==> src/rtl/e203_ifu_predec_buf_if.sv <==
// Fetch-to-issue bundle of the IFU pre-decode buffer: push side, pop side and decode results.
// Latency: none, signal bundle only.
// Backpressure: i_ready toward fetch, o_ready from the consumer.
interface e203_ifu_predec_buf_if #(
  parameter int DEPTH   = 4,
  parameter int XLEN    = 32,
  parameter int PC_SIZE = 32
);
  localparam int CNT_W = $clog2(DEPTH + 1);

  // fetch side
  logic               i_valid;
  logic               i_ready;
  logic [31:0]        i_instr;
  logic [PC_SIZE-1:0] i_pc;
  logic               flush;

  // issue side
  logic               o_valid;
  logic               o_ready;
  logic [31:0]        o_instr;
  logic [PC_SIZE-1:0] o_pc;
  logic               o_rv32;
  logic               o_bjp;
  logic               o_jal;
  logic               o_jalr;
  logic               o_bxx;
  logic [XLEN-1:0]    o_bjp_imm;
  logic [4:0]         o_jalr_rs1idx;
  logic               o_prdt_taken;
  logic [PC_SIZE-1:0] o_prdt_pc;
  logic               o_muldiv;
  logic [CNT_W-1:0]   o_count;

  // master: fetch unit plus consumer (the environment around the buffer)
  modport master (
    output i_valid, i_instr, i_pc, flush, o_ready,
    input  i_ready, o_valid, o_instr, o_pc, o_rv32, o_bjp, o_jal, o_jalr, o_bxx,
           o_bjp_imm, o_jalr_rs1idx, o_prdt_taken, o_prdt_pc, o_muldiv, o_count
  );

  // slave: the buffer itself
  modport slave (
    input  i_valid, i_instr, i_pc, flush, o_ready,
    output i_ready, o_valid, o_instr, o_pc, o_rv32, o_bjp, o_jal, o_jalr, o_bxx,
           o_bjp_imm, o_jalr_rs1idx, o_prdt_taken, o_prdt_pc, o_muldiv, o_count
  );
endinterface

==> src/rtl/e203_ifu_predec_buf.sv <==
// IFU pre-decode buffer: DEPTH-entry FIFO, mini-decode + static branch prediction at enqueue.
// Latency: 1 cycle push-to-head, registered storage, no combinational input-to-output path.
// Backpressure: i_ready = !full (no pop bypass when full); flush drops all entries and any coincident push/pop.
// Optional: define E203_IFU_PREDEC_MULDIV_EN to store and report an M-extension flag per entry.
module e203_ifu_predec_buf #(
  parameter int DEPTH   = 4,
  parameter int XLEN    = 32,
  parameter int PC_SIZE = 32
) (
  input  logic                        clk,
  input  logic                        rst_n,
  e203_ifu_predec_buf_if.slave        bus
);
  localparam int PTR_W = $clog2(DEPTH);
  localparam int CNT_W = $clog2(DEPTH + 1);

  // one buffer slot: raw instruction plus everything decoded from it at enqueue
  typedef struct packed {
    logic [31:0]        instr;
    logic [PC_SIZE-1:0] pc;
    logic               rv32;
    logic               jal;
    logic               jalr;
    logic               bxx;
    logic [XLEN-1:0]    imm;
    logic [4:0]         rs1;
    logic               taken;
    logic [PC_SIZE-1:0] prdt_pc;
`ifdef E203_IFU_PREDEC_MULDIV_EN
    logic               muldiv;
`endif
  } ent_t;

  logic [PTR_W-1:0] wr_ptr_q, wr_ptr_d;
  logic [PTR_W-1:0] rd_ptr_q, rd_ptr_d;
  logic [CNT_W-1:0] count_q, count_d;
  ent_t             mem_q [DEPTH];

  logic full, empty, push, pop;

  assign full  = (count_q == CNT_W'(DEPTH));
  assign empty = (count_q == '0);
  // flush wins over both ends of the FIFO in the same cycle
  assign push  = bus.i_valid & ~full & ~bus.flush;
  assign pop   = ~empty & bus.o_ready & ~bus.flush;

  // ---------------- enqueue-side decode ----------------
  logic [31:0] ins;
  assign ins = bus.i_instr;

  logic [20:0] imm_j;
  logic [12:0] imm_b;
  logic [11:0] imm_i;
  logic [11:0] imm_cj;
  logic [8:0]  imm_cb;
  assign imm_j  = {ins[31], ins[19:12], ins[20], ins[30:21], 1'b0};
  assign imm_b  = {ins[31], ins[7], ins[30:25], ins[11:8], 1'b0};
  assign imm_i  = ins[31:20];
  assign imm_cj = {ins[12], ins[8], ins[10:9], ins[6], ins[7], ins[2], ins[11], ins[5:3], 1'b0};
  assign imm_cb = {ins[12], ins[6:5], ins[2], ins[11:10], ins[4:3], 1'b0};

  logic is_rv32, rvc_q1, rvc_q2;
  logic r_jal, r_jalr, r_bxx, c_jal, c_bxx, c_jr;
  assign is_rv32 = (ins[1:0] == 2'b11);
  assign rvc_q1  = (ins[1:0] == 2'b01);
  assign rvc_q2  = (ins[1:0] == 2'b10);
  assign r_jal   = is_rv32 & (ins[6:0] == 7'b1101111);
  assign r_jalr  = is_rv32 & (ins[6:0] == 7'b1100111) & (ins[14:12] == 3'b000);
  assign r_bxx   = is_rv32 & (ins[6:0] == 7'b1100011);
  assign c_jal   = rvc_q1 & ((ins[15:13] == 3'b101) | (ins[15:13] == 3'b001));
  assign c_bxx   = rvc_q1 & ((ins[15:13] == 3'b110) | (ins[15:13] == 3'b111));
  // C.JR / C.JALR share an encoding apart from bit 12, which does not matter here
  assign c_jr    = rvc_q2 & (ins[15:13] == 3'b100) & (ins[6:2] == 5'd0) & (ins[11:7] != 5'd0);

  ent_t new_ent;

  // build the entry to enqueue: class flags, immediate, jalr source and static prediction
  always_comb begin
    new_ent       = '0;
    new_ent.instr = ins;
    new_ent.pc    = bus.i_pc;
    new_ent.rv32  = is_rv32;
    new_ent.jal   = r_jal | c_jal;
    new_ent.jalr  = r_jalr | c_jr;
    new_ent.bxx   = r_bxx | c_bxx;
    if (r_jal)       new_ent.imm = {{(XLEN-21){imm_j[20]}}, imm_j};
    else if (r_bxx)  new_ent.imm = {{(XLEN-13){imm_b[12]}}, imm_b};
    else if (r_jalr) new_ent.imm = {{(XLEN-12){imm_i[11]}}, imm_i};
    else if (c_jal)  new_ent.imm = {{(XLEN-12){imm_cj[11]}}, imm_cj};
    else if (c_bxx)  new_ent.imm = {{(XLEN-9){imm_cb[8]}}, imm_cb};
    if (r_jalr)      new_ent.rs1 = ins[19:15];
    else if (c_jr)   new_ent.rs1 = ins[11:7];
    // jal always taken, backward conditional branches taken, jalr target unknown
    new_ent.taken = new_ent.jal | (new_ent.bxx & new_ent.imm[XLEN-1]);
    if (new_ent.taken)
      new_ent.prdt_pc = bus.i_pc + new_ent.imm[PC_SIZE-1:0];
    else
      new_ent.prdt_pc = bus.i_pc + {{(PC_SIZE-3){1'b0}}, is_rv32, ~is_rv32, 1'b0};
`ifdef E203_IFU_PREDEC_MULDIV_EN
    new_ent.muldiv = is_rv32 & (ins[6:0] == 7'b0110011) & (ins[31:25] == 7'b0000001);
`endif
  end

  // ---------------- pointer / occupancy control ----------------
  // next pointers and count: flush clears, push/pop advance, push+pop keeps count
  always_comb begin
    wr_ptr_d = wr_ptr_q;
    rd_ptr_d = rd_ptr_q;
    count_d  = count_q;
    if (bus.flush) begin
      wr_ptr_d = '0;
      rd_ptr_d = '0;
      count_d  = '0;
    end else begin
      if (push) wr_ptr_d = wr_ptr_q + PTR_W'(1);
      if (pop)  rd_ptr_d = rd_ptr_q + PTR_W'(1);
      if (push & ~pop)      count_d = count_q + CNT_W'(1);
      else if (pop & ~push) count_d = count_q - CNT_W'(1);
    end
  end

  // pointer and count registers; only validity state is reset
  always_ff @(posedge clk or negedge rst_n) begin
    if (!rst_n) begin
      wr_ptr_q <= '0;
      rd_ptr_q <= '0;
      count_q  <= '0;
    end else begin
      wr_ptr_q <= wr_ptr_d;
      rd_ptr_q <= rd_ptr_d;
      count_q  <= count_d;
    end
  end

  // entry storage, written on accepted push, deliberately not reset
  always_ff @(posedge clk) begin
    if (push) mem_q[wr_ptr_q] <= new_ent;
  end

  // ---------------- head outputs ----------------
  ent_t head;
  assign head = empty ? '0 : mem_q[rd_ptr_q];

  assign bus.i_ready       = ~full;
  assign bus.o_valid       = ~empty;
  assign bus.o_count       = count_q;
  assign bus.o_instr       = head.instr;
  assign bus.o_pc          = head.pc;
  assign bus.o_rv32        = head.rv32;
  assign bus.o_jal         = head.jal;
  assign bus.o_jalr        = head.jalr;
  assign bus.o_bxx         = head.bxx;
  assign bus.o_bjp         = head.jal | head.jalr | head.bxx;
  assign bus.o_bjp_imm     = head.imm;
  assign bus.o_jalr_rs1idx = head.rs1;
  assign bus.o_prdt_taken  = head.taken;
  assign bus.o_prdt_pc     = head.prdt_pc;
`ifdef E203_IFU_PREDEC_MULDIV_EN
  assign bus.o_muldiv      = head.muldiv;
`else
  assign bus.o_muldiv      = 1'b0;
`endif

endmodule

==> src/flat_wrapper.sv <==
// flat-port wrapper written by rule: the top's interface ports become plain ports
module e203_ifu_predec_buf_flat 
#(
  parameter int DEPTH   = 4,
  parameter int XLEN    = 32,
  parameter int PC_SIZE = 32
)
  (clk, rst_n, bus_i_valid, bus_i_instr, bus_i_pc, bus_flush, bus_o_ready, bus_i_ready, bus_o_valid, bus_o_instr, bus_o_pc, bus_o_rv32, bus_o_bjp, bus_o_jal, bus_o_jalr, bus_o_bxx, bus_o_bjp_imm, bus_o_jalr_rs1idx, bus_o_prdt_taken, bus_o_prdt_pc, bus_o_muldiv, bus_o_count);
  e203_ifu_predec_buf_if #(.DEPTH(DEPTH), .XLEN(XLEN), .PC_SIZE(PC_SIZE)) bus_i ();
  input  logic clk;
  input  logic rst_n;
  input wire logic [$bits(bus_i.i_valid)-1:0] bus_i_valid;
  input wire logic [$bits(bus_i.i_instr)-1:0] bus_i_instr;
  input wire logic [$bits(bus_i.i_pc)-1:0] bus_i_pc;
  input wire logic [$bits(bus_i.flush)-1:0] bus_flush;
  input wire logic [$bits(bus_i.o_ready)-1:0] bus_o_ready;
  output wire logic [$bits(bus_i.i_ready)-1:0] bus_i_ready;
  output wire logic [$bits(bus_i.o_valid)-1:0] bus_o_valid;
  output wire logic [$bits(bus_i.o_instr)-1:0] bus_o_instr;
  output wire logic [$bits(bus_i.o_pc)-1:0] bus_o_pc;
  output wire logic [$bits(bus_i.o_rv32)-1:0] bus_o_rv32;
  output wire logic [$bits(bus_i.o_bjp)-1:0] bus_o_bjp;
  output wire logic [$bits(bus_i.o_jal)-1:0] bus_o_jal;
  output wire logic [$bits(bus_i.o_jalr)-1:0] bus_o_jalr;
  output wire logic [$bits(bus_i.o_bxx)-1:0] bus_o_bxx;
  output wire logic [$bits(bus_i.o_bjp_imm)-1:0] bus_o_bjp_imm;
  output wire logic [$bits(bus_i.o_jalr_rs1idx)-1:0] bus_o_jalr_rs1idx;
  output wire logic [$bits(bus_i.o_prdt_taken)-1:0] bus_o_prdt_taken;
  output wire logic [$bits(bus_i.o_prdt_pc)-1:0] bus_o_prdt_pc;
  output wire logic [$bits(bus_i.o_muldiv)-1:0] bus_o_muldiv;
  output wire logic [$bits(bus_i.o_count)-1:0] bus_o_count;
  assign bus_i.i_valid = bus_i_valid;
  assign bus_i.i_instr = bus_i_instr;
  assign bus_i.i_pc = bus_i_pc;
  assign bus_i.flush = bus_flush;
  assign bus_i.o_ready = bus_o_ready;
  assign bus_i_ready = bus_i.i_ready;
  assign bus_o_valid = bus_i.o_valid;
  assign bus_o_instr = bus_i.o_instr;
  assign bus_o_pc = bus_i.o_pc;
  assign bus_o_rv32 = bus_i.o_rv32;
  assign bus_o_bjp = bus_i.o_bjp;
  assign bus_o_jal = bus_i.o_jal;
  assign bus_o_jalr = bus_i.o_jalr;
  assign bus_o_bxx = bus_i.o_bxx;
  assign bus_o_bjp_imm = bus_i.o_bjp_imm;
  assign bus_o_jalr_rs1idx = bus_i.o_jalr_rs1idx;
  assign bus_o_prdt_taken = bus_i.o_prdt_taken;
  assign bus_o_prdt_pc = bus_i.o_prdt_pc;
  assign bus_o_muldiv = bus_i.o_muldiv;
  assign bus_o_count = bus_i.o_count;
  e203_ifu_predec_buf #(.DEPTH(DEPTH), .XLEN(XLEN), .PC_SIZE(PC_SIZE)) u_core (.clk(clk), .rst_n(rst_n), .bus(bus_i));
endmodule
==> config.mk <==
export PLATFORM = sky130hd
export DESIGN_NAME = e203_ifu_predec_buf_flat
export DESIGN_NICKNAME = d
export VERILOG_FILES = /design/src/rtl/e203_ifu_predec_buf_if.sv /design/src/rtl/e203_ifu_predec_buf.sv /design/src/flat_wrapper.sv
export SDC_FILE = /design/constraint.sdc
export NUM_CORES = 1
export LEC_CHECK = 0
export BUFFER_PORTS_ARGS = -buffer_cell sky130_fd_sc_hd__buf_2
export CORE_ASPECT_RATIO = 0.9
export CORE_MARGIN = 2
export CORE_UTILIZATION = 27
export CTS_BUF_LIST = sky130_fd_sc_hd__clkbuf_8
export DETAILED_ROUTE_END_ITERATION = 8
export PLACE_DENSITY = 0.46
export SYNTH_ARGS = -nofsm -noshare
export SYNTH_HDL_FRONTEND = slang
export SYNTH_SLANG_ARGS = --single-unit
==> constraint.sdc <==
create_clock -name clk -period 4.95 [get_ports clk]
set_input_delay 0.2475 -clock clk [delete_from_list [all_inputs] [get_ports clk]]
set_output_delay 0.2475 -clock clk [all_outputs]
set_load 0.01 [all_outputs]
# After elaboration in Yosys (flattened, before gate mapping)
# Memory sizes are Yosys's and may differ from the RTL's.
# Index checks and enable logic that the tools add are counted.
dict set report op_classes {
  eq_ne 12
  bitwise_logic 30
  reduce_logical 7
  n_mux 18
  n_addsub 6
}
# operator count
set ops {}
lappend ops {{$mux W32} 6}
lappend ops {{$mux W138} 1}
lappend ops {{$add A32 B3 Y32} 1}
lappend ops {{$add A32 B32 Y32} 1}
lappend ops {{$eq A7 B7 Y1 const B} 3}
lappend ops {{$and A1 B1 Y1} 16}
lappend ops {{$eq A3 B3 Y1 const B} 5}
lappend ops {{$mux W5} 2}
lappend ops {{$mux W3} 3}
lappend ops {{$mux W2} 4}
lappend ops {{$or A1 B1 Y1} 8}
lappend ops {{$logic_not A3 Y1} 2}
lappend ops {{$not A1 Y1} 6}
lappend ops {{$logic_not A5 Y1} 1}
lappend ops {{$reduce_bool A5 Y1} 1}
lappend ops {{$add A2 B1 Y2 const B} 2}
lappend ops {{$eq A2 B2 Y1 const B} 2}
lappend ops {{$reduce_bool A2 Y1} 2}
lappend ops {{$add A3 B1 Y3 const B} 1}
lappend ops {{$eq A3 B1 Y1 const B} 1}
lappend ops {{$reduce_bool A3 Y1} 1}
lappend ops {{$sub A3 B1 Y3 const B} 1}
lappend ops {{$eq A2 B1 Y1 const B} 1}
lappend ops {{$mux W1} 2}
dict set report word_totals {
  output_inout_bits 145
  input_bits 69
  reg_bits 7
  memories 1
  mem_bits_rw 552
  wordCells 77
}
# memory depth word_bits read_ports rd_ports_with_merged_regs wr line_no
set memory_table {}
lappend memory_table {u_core.mem_q 4 138 1 0 1 e203_ifu_predec_buf.sv:37} ;# ent_t mem_q [DEPTH];

# Depth between registers and ports, before layout
# Gate-level depths: netlist of run 1.
dict set report depth {
  word_depth 11
  ltp_mapped 18
  depth_no_buf 17
}

# Worst setup path after synthesis of run 1
# OpenSTA, ideal clock, no wires.
dict set report synth_path {
  path_kind {register to register}
  start {register u_core.count_q[0] (netlist: u_core.bus.o_count[0])}
  end {memory u_core.mem_q[0][0] in the netlist's numbering, enable pin}
  path_stages_with_launch 6
  required_ns 4.448
  t_arrival_ns 3.968
  setup_ns 0.502
  path_slack_ns 0.481
  period_less_slack_ns 4.469
  cell_sequence {dfrtp_1 -> inv_1 -> nand3_1 -> nand2_1 -> nor2_1 -> and2_1}
}
dict set report synth_between {
  elab_chain_cells 6
}
# item line_no
set synth_lines {}
lappend synth_lines {{start: declaration} e203_ifu_predec_buf.sv:36} ;# logic [CNT_W-1:0] count_q, count_d;
lappend synth_lines {{start signal: assignment} e203_ifu_predec_buf.sv:131} ;# count_q <= count_d;
lappend synth_lines {{$eq A3 B3 Y1} e203_ifu_predec_buf.sv:41} ;# assign full = (count_q == CNT_W'(DEPTH));
lappend synth_lines {{$not A1 Y1} n/a}
lappend synth_lines {{net bus_i_ready} flat_wrapper.sv:17} ;# output wire logic [$bits(bus_i.i_ready)-1:0] bus_i_ready;
lappend synth_lines {{$and A1 B1 Y1 (2 in a row)} e203_ifu_predec_buf.sv:44} ;# assign push = bus.i_valid & ~full & ~bus.flush;
lappend synth_lines {{$mux W1} e203_ifu_predec_buf.sv:137} ;# if (push) mem_q[wr_ptr_q] <= new_ent;
lappend synth_lines {{$mux W1 (implied by the code)} e203_ifu_predec_buf.sv:137}
lappend synth_lines {{end: declaration} e203_ifu_predec_buf.sv:37}
# The timed path passes the listed nets, and every way through them passes these cells.

==> impl_metrics.tcl, run 1 <==
set metrics [dict create \
    skew_ns 0.03026 \
    clkTransAtPathRegs_ns 0.06 \
    avgSynthCellArea_sq_um 16.93 \
    p_leak_nw 9.537 \
    drt_iter0_markers 852 \
    min_period_over_period 0.8731 \
    finalCoreUtilization 0.3303 \
    hold_viol 0 \
    required_ns 5.34 \
    syn2layout_area_growth_pct 20.64 \
    grt_pass1_vias 13810 \
    fillers 8249 \
    synth-seq-cells 515 \
    vias 13200 \
    drc 0 \
    chipHeight_um 279.4 \
    async_flop_share 0.01359 \
    antenna_left 0 \
    cts_tree "done" \
    ys.flop_type "edfxtp_1" \
    status "finished clean" \
    wl_um 62930 \
    p_total_mw 12.47 \
    clkLatencyLatePin_ns 0.68 \
    setup_violations 0 \
    place_congestion 0.7979 \
    synthCells 1344 \
    dp_cells 2632 \
    cp.arrival_ns 4.71 \
    maxCapViolations 0 \
    synth_cell_types 68 \
    drv_slew 0 \
    dp_hpwl_um 40280 \
    max_freq_mhz 231.4 \
    vias_per_cell 4.622 \
    synth-edff-count 508 \
    rows 100 \
    critPathKind "input port to flip-flop" \
    min_path_type "input port to flip-flop" \
    cts_resized 0 \
    synth_top_area_cell "edfxtp_1" \
    synthesis.area_sq_um 22750 \
    initial_utilization 0.2738 \
    cts.sinks 515 \
    fin_cells 2857 \
    synth_top_area_share 0.6706 \
    crit_fanout 9 \
    ys_seq_area_frac 0.6783 \
    grt_max_degree 74 \
    grt_util_all_layers 0.1451 \
    io_pins 214 \
    root_buffer "clkbuf_8" \
    power.density_nw_per_um2 454.5 \
    die-area_sq_um 86600 \
    setup_tns_ns 0 \
    fin_crit_ns 4.322 \
    crit_path_end_kind "flip-flop" \
    rsz0062_at_grt "false" \
    port_buffers 212 \
    antenna_found_initial 3 \
    yosys_warnings 0 \
    fp.coreArea_sq_um 83080 \
    die_w_um 310.0 \
    grt_pass1_wl_um 91820 \
    slew_headroom 0.3310 \
    cts_inserted_buffers 90 \
    final_nets 1782 \
    syn_nets 1453 \
    drive_above_1_share 0.2841 \
    drt_first_pass_iters 4 \
    overflow 0 \
    synth_area_leaders "edfxtp_1 (67%), mux4_2 (13%), and2_1 (3.7%)" \
    start_kind "input port" \
    tightest_slew_ns 1.002 \
    htreeDepth 3 \
    cts_buffer_depth 3 \
    vdd_ir_drop_max_mv 0.2416 \
    wl_per_cell_um 22.03 \
]
## registers in the layout, indices dropped and copies added, names as in the netlist
register,flops
u_core.mem_q,508
u_core.rd_ptr_q,2
u_core.wr_ptr_q,2
u_core.bus.o_count,3
## cells in the mapped netlist, types with 9 or more instances
library cell and number:
buf_4 12, xor2_1 17, nand4_1 10, clkbuf_1 37, a21oi_1 41, a21o_1 11, edfxtp_1 508, nor2_1 45
xnor2_1 36, o31ai_1 9, o21a_1 15, and2_1 133, and3_1 10, nor3_1 18, mux4_2 127, o21ai_0 23
nand3_1 28, inv_1 20, ha_1 37, buf_2 15, nand2_1 73
## power breakdown
group	switching, mW	internal [mW]
registers	0.189	5.10
logic	2.01	1.67
clock network	1.76	1.75
## area by class of cell
class	instances	area, sq um	area share
Clock inverter	61	312.8	0.01140
Clock buffer	90	1239	0.04513
Inverter	21	78.83	0.002872
Antenna cell	3	7.507	0.0002735
Timing Repair Buffer	307	2052	0.07477
Tap cell	1122	1404	0.05115
Multi-Input combinational cell	738	6914	0.2519
Sequential cell	515	15440	0.5625
## layer usage
metal	global-route usage	wire length [um]	vias up
met5	0	0	-
met4	0.04385	1526	0
met3	0.02633	2852	108
met2	0.2292	29480	332
met1	0.2030	29060	6803
li1	-	-	5961
## repair_timing
action | in CTS | in global routing
endpoints found under the hold margin | 282 | 0
hold buffers | 71 | 0
buffers inserted | 0 | 0
## kinds of logic (layout without fill, tap and decap cells)
kind of cell               after synthesis  count (layout)  share of synthesized area
buffers and inverters                   91             479                    0.01848
DFF                                    515             515                     0.6783
adders and majority gates               40              40                    0.02299
other                                    1               4                  0.0001648
muxes                                  131             131                     0.1275
AOI/OAI and AO/OA                      157             157                    0.04763
xor gates and xnor gates                53              53                    0.02040
and+or+nand+nor                        356             356                    0.08453
## critical path: stages
cell,delay (ns)
dlygate4sd3_1,0.54
buf_2,0.16
and2_4,0.20
inv_2,0.08
nor3_2,0.06
and3_1,0.28
nand2b_1,0.25
a222oi_1,0.44
inv_1,0.22
fa_1,0.47
a21o_1,0.20
a41oi_1,0.33
a21oi_2,0.14
o211ai_2,0.22
a21boi_1,0.12
o21ai_1,0.17
mux2i_1,0.09
a311oi_1,0.48
## through the flow
stage | worst slack (ns) | hold WS [ns] | cell area, sq um
2_1_floorplan | 0.4810 | -0.04809 | 22750
3_3_place_gp | 0.6190 | 0.09319 | 25180
3_5_place_dp | 0.4916 | 0.09433 | 25180
4_1_cts | 0.6231 | 0.3123 | 27440
5_1_grt | 0.3090 | 0.3461 | 27440
6_report | 0.6283 | 0.3770 | 27450
## cell usage in the layout, fill, tap and decap left out, types with 5 or more instances in the layout
master         synthesis  layout
clkinv_2               0       5
nor2_1                45      45
clkinv_1               0      21
a21oi_1               41      41
clkbuf_8               0      90
ha_1                  37      37
dlygate4sd3_1          0      71
and2_1               133     129
o31ai_1                9       9
nand4_1               10      10
a22o_1                 7       7
a21o_1                11      11
o21ai_0               23      23
buf_12                 0       8
dfrtp_1                7       5
inv_1                 20      48
buf_2                 15     212
nor3_1                18      18
xor2_1                17      17
xnor2_1               36      36
o21a_1                15      15
and3_1                10      10
and2_4                 1       5
nor4_1                 6       6
nor3b_1                6       6
edfxtp_1             508     508
nand2_1               73      73
buf_4                 12      16
a31oi_1                5       5
nand2b_1               5       5
o21ai_1                6       6
mux4_2               127     127
nand3_1               28      28
## final timing paths
check                                      startpoint                     to  slack (ns)  depth (start not counted)
worst max-delay path                   bus_i_instr[1]    u_core.mem_q[0][16]        0.63                         18
worst min-delay path                  bus_i_instr[19]   u_core.mem_q[2][125]        0.38                          2
worst max register to register  u_core.bus.o_count[2]  u_core.bus.o_count[2]        1.99                          8
worst min register to register  u_core.bus.o_count[0]  u_core.bus.o_count[0]        0.61                          2
max in group asynchronous                       rst_n     u_core.rd_ptr_q[0]        4.13                          3
min in group asynchronous                       rst_n  u_core.bus.o_count[2]        0.53                          3
(Power assumes the default switching activity.)
==> inputs of run 2 (changes only) <==
Settings changed: CORE_UTILIZATION 27 to 30, GPL_TIMING_DRIVEN from default to 1, PLACE_DENSITY 0.46 to 0.49.
==> run 2 against run 1 <==
Against the previous run: clock skew shrank 0.0058 ns; routed wire length shrank 2.5%; via count grew 1.6%; global-route usage grew 1.2 points; final cell count shrank 4.9%; register-to-register slack gained 0.20 ns; combinational power is essentially flat; first-iteration DRC count grew 2.1%; largest cell class unchanged; design area is the same.
==> impl_metrics.tcl, run 2 (synthesis results as in run 1) <==
set metrics [dict create \
    final_common_cell "edfxtp_1" \
    finalCoreUtilization 0.3665 \
    cts_resized 0 \
    setup_violations 0 \
    postLayoutCellArea_sq_um 27450 \
    required_ns 5.31 \
    critPathMaxStageDelay_ns 0.55 \
    port_buffers 212 \
    hold_depth 2 \
    max_freq_mhz 231.0 \
    drive_above_1_share 0.2881 \
    pre_cts_slack_ns 0.5609 \
    r2r_setup_slack_ns 2.19 \
    status "finished clean" \
    path_buf_inv 4 \
    r2r_end "u_core.bus.o_count[1]" \
    initial_utilization 0.3038 \
    cts.sinks 515 \
    drt_iter0_markers 870 \
    overflow 0 \
    vias 13410 \
    slew_headroom 0.3686 \
    cts_hold_buf 70 \
    cts_tree "done" \
    clkTransAtPathRegs_ns 0.06 \
    fp.coreArea_sq_um 74880 \
    hp-start "bus_i_pc[31]" \
    start_kind "input port" \
    critPathKind "input port to flip-flop" \
    rows 95 \
    drc 0 \
    antenna_left 0 \
    r2r_start "u_core.bus.o_count[0]" \
    chipHeight_um 265.2 \
    die-area_sq_um 78050 \
    vias_per_cell 4.935 \
    fillers 7134 \
    antenna_found_initial 1 \
    largest_register_ffs 508 \
    vdd_ir_drop_max_mv 0.2821 \
    cp.arrival_ns 4.69 \
    root_buffer "clkbuf_8" \
    wl_um 61340 \
    maxCapViolations 0 \
    holdPathEnd "u_core.mem_q[0][105]" \
    wl_per_cell_um 22.57 \
    cts_buffer_depth 3 \
    fin_crit_ns 4.328 \
    path_cells "dlygate4sd3_1, buf_2, and2_4, inv_2, nor3_2, and3_1, nand2b_1, a222oi_1, inv_1, fa_1, a21o_1, a41oi_1, a21oi_2, o2111ai_2, a211oi_1, o32ai_2, xor2_1, a21oi_1" \
    dp_hpwl_um 38500 \
    placed_area_sq_um 24970 \
    grt_util_all_layers 0.1569 \
    drt_first_pass_iters 5 \
    htreeDepth 3 \
    dp_cells 2480 \
    final_cell_mix "edfxtp_1 (508), buf_2 (212), and2_1 (129)" \
    fin_cells 2718 \
    post-cts-setup-buffer-count 0 \
    power.density_nw_per_um2 466.9 \
    setup_tns_ns 0 \
    p_leak_nw 9.600 \
    die_w_um 294.3 \
    grt_pass1_vias 13910 \
    reg2reg_depth 7 \
    min_period_over_period 0.8744 \
    setup_ws_ns 0.6218 \
    drv_slew 0 \
    crit_fanout 9 \
    p_total_mw 12.81 \
    clkLatencyLatePin_ns 0.70 \
    tightest_slew_ns 0.9461 \
    syn2layout_area_growth_pct 20.64 \
    io_pins 214 \
    min_path_type "input port to flip-flop" \
    cts_inserted_buffers 91 \
    hold_viol 0 \
    final_nets 1782 \
    rsz0062_at_grt "false" \
    grt_max_degree 76 \
    crit_path_end_kind "flip-flop" \
    top_register "u_core.mem_q" \
    place_congestion 0.8206 \
    grt_pass1_wl_um 90400 \
    critical-path-top-delay-family "compound AO/OA/AOI/OAI gates" \
    skew_ns 0.02451 \
    slowest_stage "dlygate4sd3_1" \
    hold_ws_ns 0.3791 \
]
[run 2: report_power, final]
part | total, mW | leakage, nW | switching, mW | internal (mW)
clock network | 3.88 | 0.971 | 1.83 | 2.05
registers | 5.27 | 4.73 | 0.171 | 5.10
logic | 3.66 | 3.90 | 2.00 | 1.66
[run 2: worst register-to-register path: stages, from the launching register on]
cell           delay (ns)
dfrtp_1              0.43
or3_4                0.48
buf_4                0.52
nand2_1              0.19
nand3_1              0.15
nand2_1              0.11
dlygate4sd3_1        0.57
a211oi_1             0.22
[run 2: area by class of cell]
cell class / count / area (sq um) / area share
Sequential cell: 515 / 15440 / 0.5625
Inverter: 21 / 78.83 / 0.002872
Multi-Input combinational cell: 738 / 6914 / 0.2519
Antenna cell: 2 / 5.005 / 0.0001824
Clock inverter: 75 / 514.2 / 0.01874
Tap cell: 970 / 1214 / 0.04422
Timing Repair Buffer: 306 / 2029 / 0.07395
Clock buffer: 91 / 1252 / 0.04563
[run 2: per-layer routing]
layer,routed length [um],vias to the layer above,track usage
li1,-,5972,-
met1,27760,6950,0.2148
met2,28930,395,0.2533
met3,3466,95,0.03417
met4,1183,0,0.04026
met5,0,-,0
[run 2: how the worst max path moves through the flow]
stage | from | end | slack [ns] | cells after the start
floorplan | u_core.bus.o_count[0] | u_core.mem_q[0][0] | 0.48 | 5
global placement | bus_i_instr[1] | u_core.mem_q[0][30] | 0.62 | 17
detailed placement | bus_i_instr[1] | u_core.mem_q[2][30] | 0.56 | 17
CTS | bus_i_instr[1] | u_core.mem_q[2][30] | 0.75 | 18
global route | bus_i_instr[1] | u_core.mem_q[1][10] | 0.37 | 18
finish | bus_i_instr[1] | u_core.mem_q[2][30] | 0.62 | 18
==> inputs of run 3 (changes only) <==
--- a/config.mk
+++ b/config.mk
@@ -9,3 +9,3 @@
 export CORE_ASPECT_RATIO = 0.9
-export CORE_MARGIN = 2
+export CORE_MARGIN = 5
 export CORE_UTILIZATION = 30
@@ -13,2 +13,3 @@
 export DETAILED_ROUTE_END_ITERATION = 8
+export GPL_ROUTABILITY_DRIVEN = 0
 export GPL_TIMING_DRIVEN = 1
--- a/constraint.sdc
+++ b/constraint.sdc
@@ -3,2 +3,2 @@
 set_output_delay 0.2475 -clock clk [all_outputs]
-set_load 0.01 [all_outputs]
+set_load 0.005 [all_outputs]
==> run 3 against run 2 <==
Against the previous run: critical path depth stayed put; flip-flop and latch count stayed put; critical path type unchanged; utilization down 0.21 points; worst hold slack better by 0.0044 ns; design area down 0.58%; final cell count shrank 0.74%.
==> impl_metrics.tcl, run 3 (synthesis results as in run 1) <==
set metrics [dict create \
    status "finished clean" \
    wl_um 60750 \
    grt_pass1_vias 13890 \
    final_cell_mix "edfxtp_1 (508), buf_2 (212), and2_1 (129)" \
    grt_util_all_layers 0.1462 \
    highest_layer "met4" \
    cts.sinks 515 \
    vdd_ir_drop_max_mv 0.3846 \
    clkLatencyLatePin_ns 0.69 \
    pre_cts_slack_ns 0.5917 \
    syn2layout_area_growth_pct 19.94 \
    start_kind "input port" \
    drt_first_pass_iters 5 \
    dp_hpwl_um 39130 \
    met3_length_um 3131 \
    final_nets 1779 \
    setup_violations 0 \
    rows 95 \
    finalCoreUtilization 0.3644 \
    cts_tree "done" \
    clkTransAtPathRegs_ns 0.06 \
    vias_per_cell 4.919 \
    slew_headroom 0.3150 \
    maxCapViolations 0 \
    port_buffers 212 \
    drt-met1-wl_um 27740 \
    root_buffer "clkbuf_8" \
    cts_resized 0 \
    critPathKind "input port to flip-flop" \
    min_path_type "input port to flip-flop" \
    cp.arrival_ns 4.68 \
    largest_register_ffs 508 \
    tightest_slew_ns 1.027 \
    initial_utilization 0.3038 \
    post-cts-setup-buffer-count 0 \
    vias 13270 \
    min_period_over_period 0.8671 \
    cts_inserted_buffers 89 \
    die-area_sq_um 81450 \
    die_w_um 300.3 \
    placed_area_sq_um 24990 \
    setup_tns_ns 0 \
    crit_path_end_kind "flip-flop" \
    required_ns 5.33 \
    postLayoutCellArea_sq_um 27290 \
    overflow 0 \
    dp_cells 2480 \
    drt_iter0_markers 773 \
    fp.coreArea_sq_um 74880 \
    skew_ns 0.04424 \
    drv_slew 0 \
    drc 0 \
    top_register "u_core.mem_q" \
    grt_pass1_wl_um 90110 \
    hold_viol 0 \
    setup_ws_ns 0.6576 \
    rsz0062_at_grt "false" \
    crit_fanout 9 \
    grt_max_degree 73 \
    fin_crit_ns 4.292 \
    wl_met2_um 28670 \
    antenna_found_initial 2 \
    cts_hold_buf 69 \
    final_common_cell "edfxtp_1" \
    chipHeight_um 271.2 \
    drive_above_1_share 0.2866 \
    fin_cells 2698 \
    p_leak_nw 9.536 \
    cts_buffer_depth 3 \
    max_freq_mhz 233.0 \
    wl_per_cell_um 22.51 \
    power.density_nw_per_um2 450.2 \
    htreeDepth 3 \
    io_pins 214 \
    antenna_left 0 \
]
## run 3: cell count changes in the layout (fill, tap and decap cells not counted), sizes merged
cell         previous run  this run
clkinv                 41        28
bufinv                  6         4
clkbuf                 91        90
clkinvlp                2         1
diode                   2         1
dlygate4sd3            70        69
inv                    47        46
## run 3: path summary, 6_finish.rpt
path	depth (start not counted)	from	end	slack (ns)
setup / recovery	18	bus_i_instr[1]	u_core.mem_q[1][30]	0.66
hold / removal	2	bus_i_instr[26]	u_core.mem_q[2][132]	0.38
setup reg to reg	6	u_core.bus.o_count[0]	u_core.mem_q[2][57]	2.09
hold reg to reg	2	u_core.wr_ptr_q[1]	u_core.wr_ptr_q[1]	0.59
max in group asynchronous	3	rst_n	u_core.rd_ptr_q[0]	4.08
min in group asynchronous	3	rst_n	u_core.bus.o_count[0]	0.58
## run 3: cell type report
| class | instances | area, sq um |
|---|---|---|
| Sequential cell | 515 | 15440 |
| Clock buffer | 90 | 1239 |
| Multi-Input combinational cell | 738 | 6914 |
| Tap cell | 970 | 1214 |
| Antenna cell | 1 | 2.502 |
| Inverter | 21 | 78.83 |
| Clock inverter | 58 | 369.1 |
| Timing Repair Buffer | 305 | 2032 |
| Fill cell | 7166 | 47600 |
## run 3: power by group
group / internal (mW) / switching, mW
sequential: 5.10 / 0.179
combinational: 1.65 / 1.76
clock: 1.89 / 1.71
total: 8.64 / 3.64
## run 3: per-stage QoR
step                      total power, mW  hold slack [ns]
after detailed placement            8.881          0.09547
after global routing                13.01           0.3421
final                               12.29           0.3835
after floorplan                     7.399         -0.04809
after global placement              8.870          0.09425
after CTS                           12.58           0.3241
## run 3: worst max-delay path, cell delays in order
cell and delay [ns]:
dlygate4sd3_1 0.55, buf_2 0.17, and2_4 0.20, inv_2 0.08
nor3_2 0.06, and3_1 0.28, nand2b_1 0.26, a222oi_1 0.36
inv_1 0.21, fa_1 0.46, a21o_1 0.19, a41oi_1 0.35
a21oi_2 0.15, o2111ai_2 0.31, a211oi_1 0.18, o32ai_2 0.27
xor2_1 0.20, a21oi_1 0.14
## run 3: per-layer routing
| metal | GRT usage | up-vias |
|---|---|---|
| li1 | - | 5959 |
| met1 | 0.2037 | 6854 |
| met2 | 0.2362 | 356 |
| met3 | 0.03068 | 103 |
| met4 | 0.03508 | 0 |
| met5 | 0 | - |
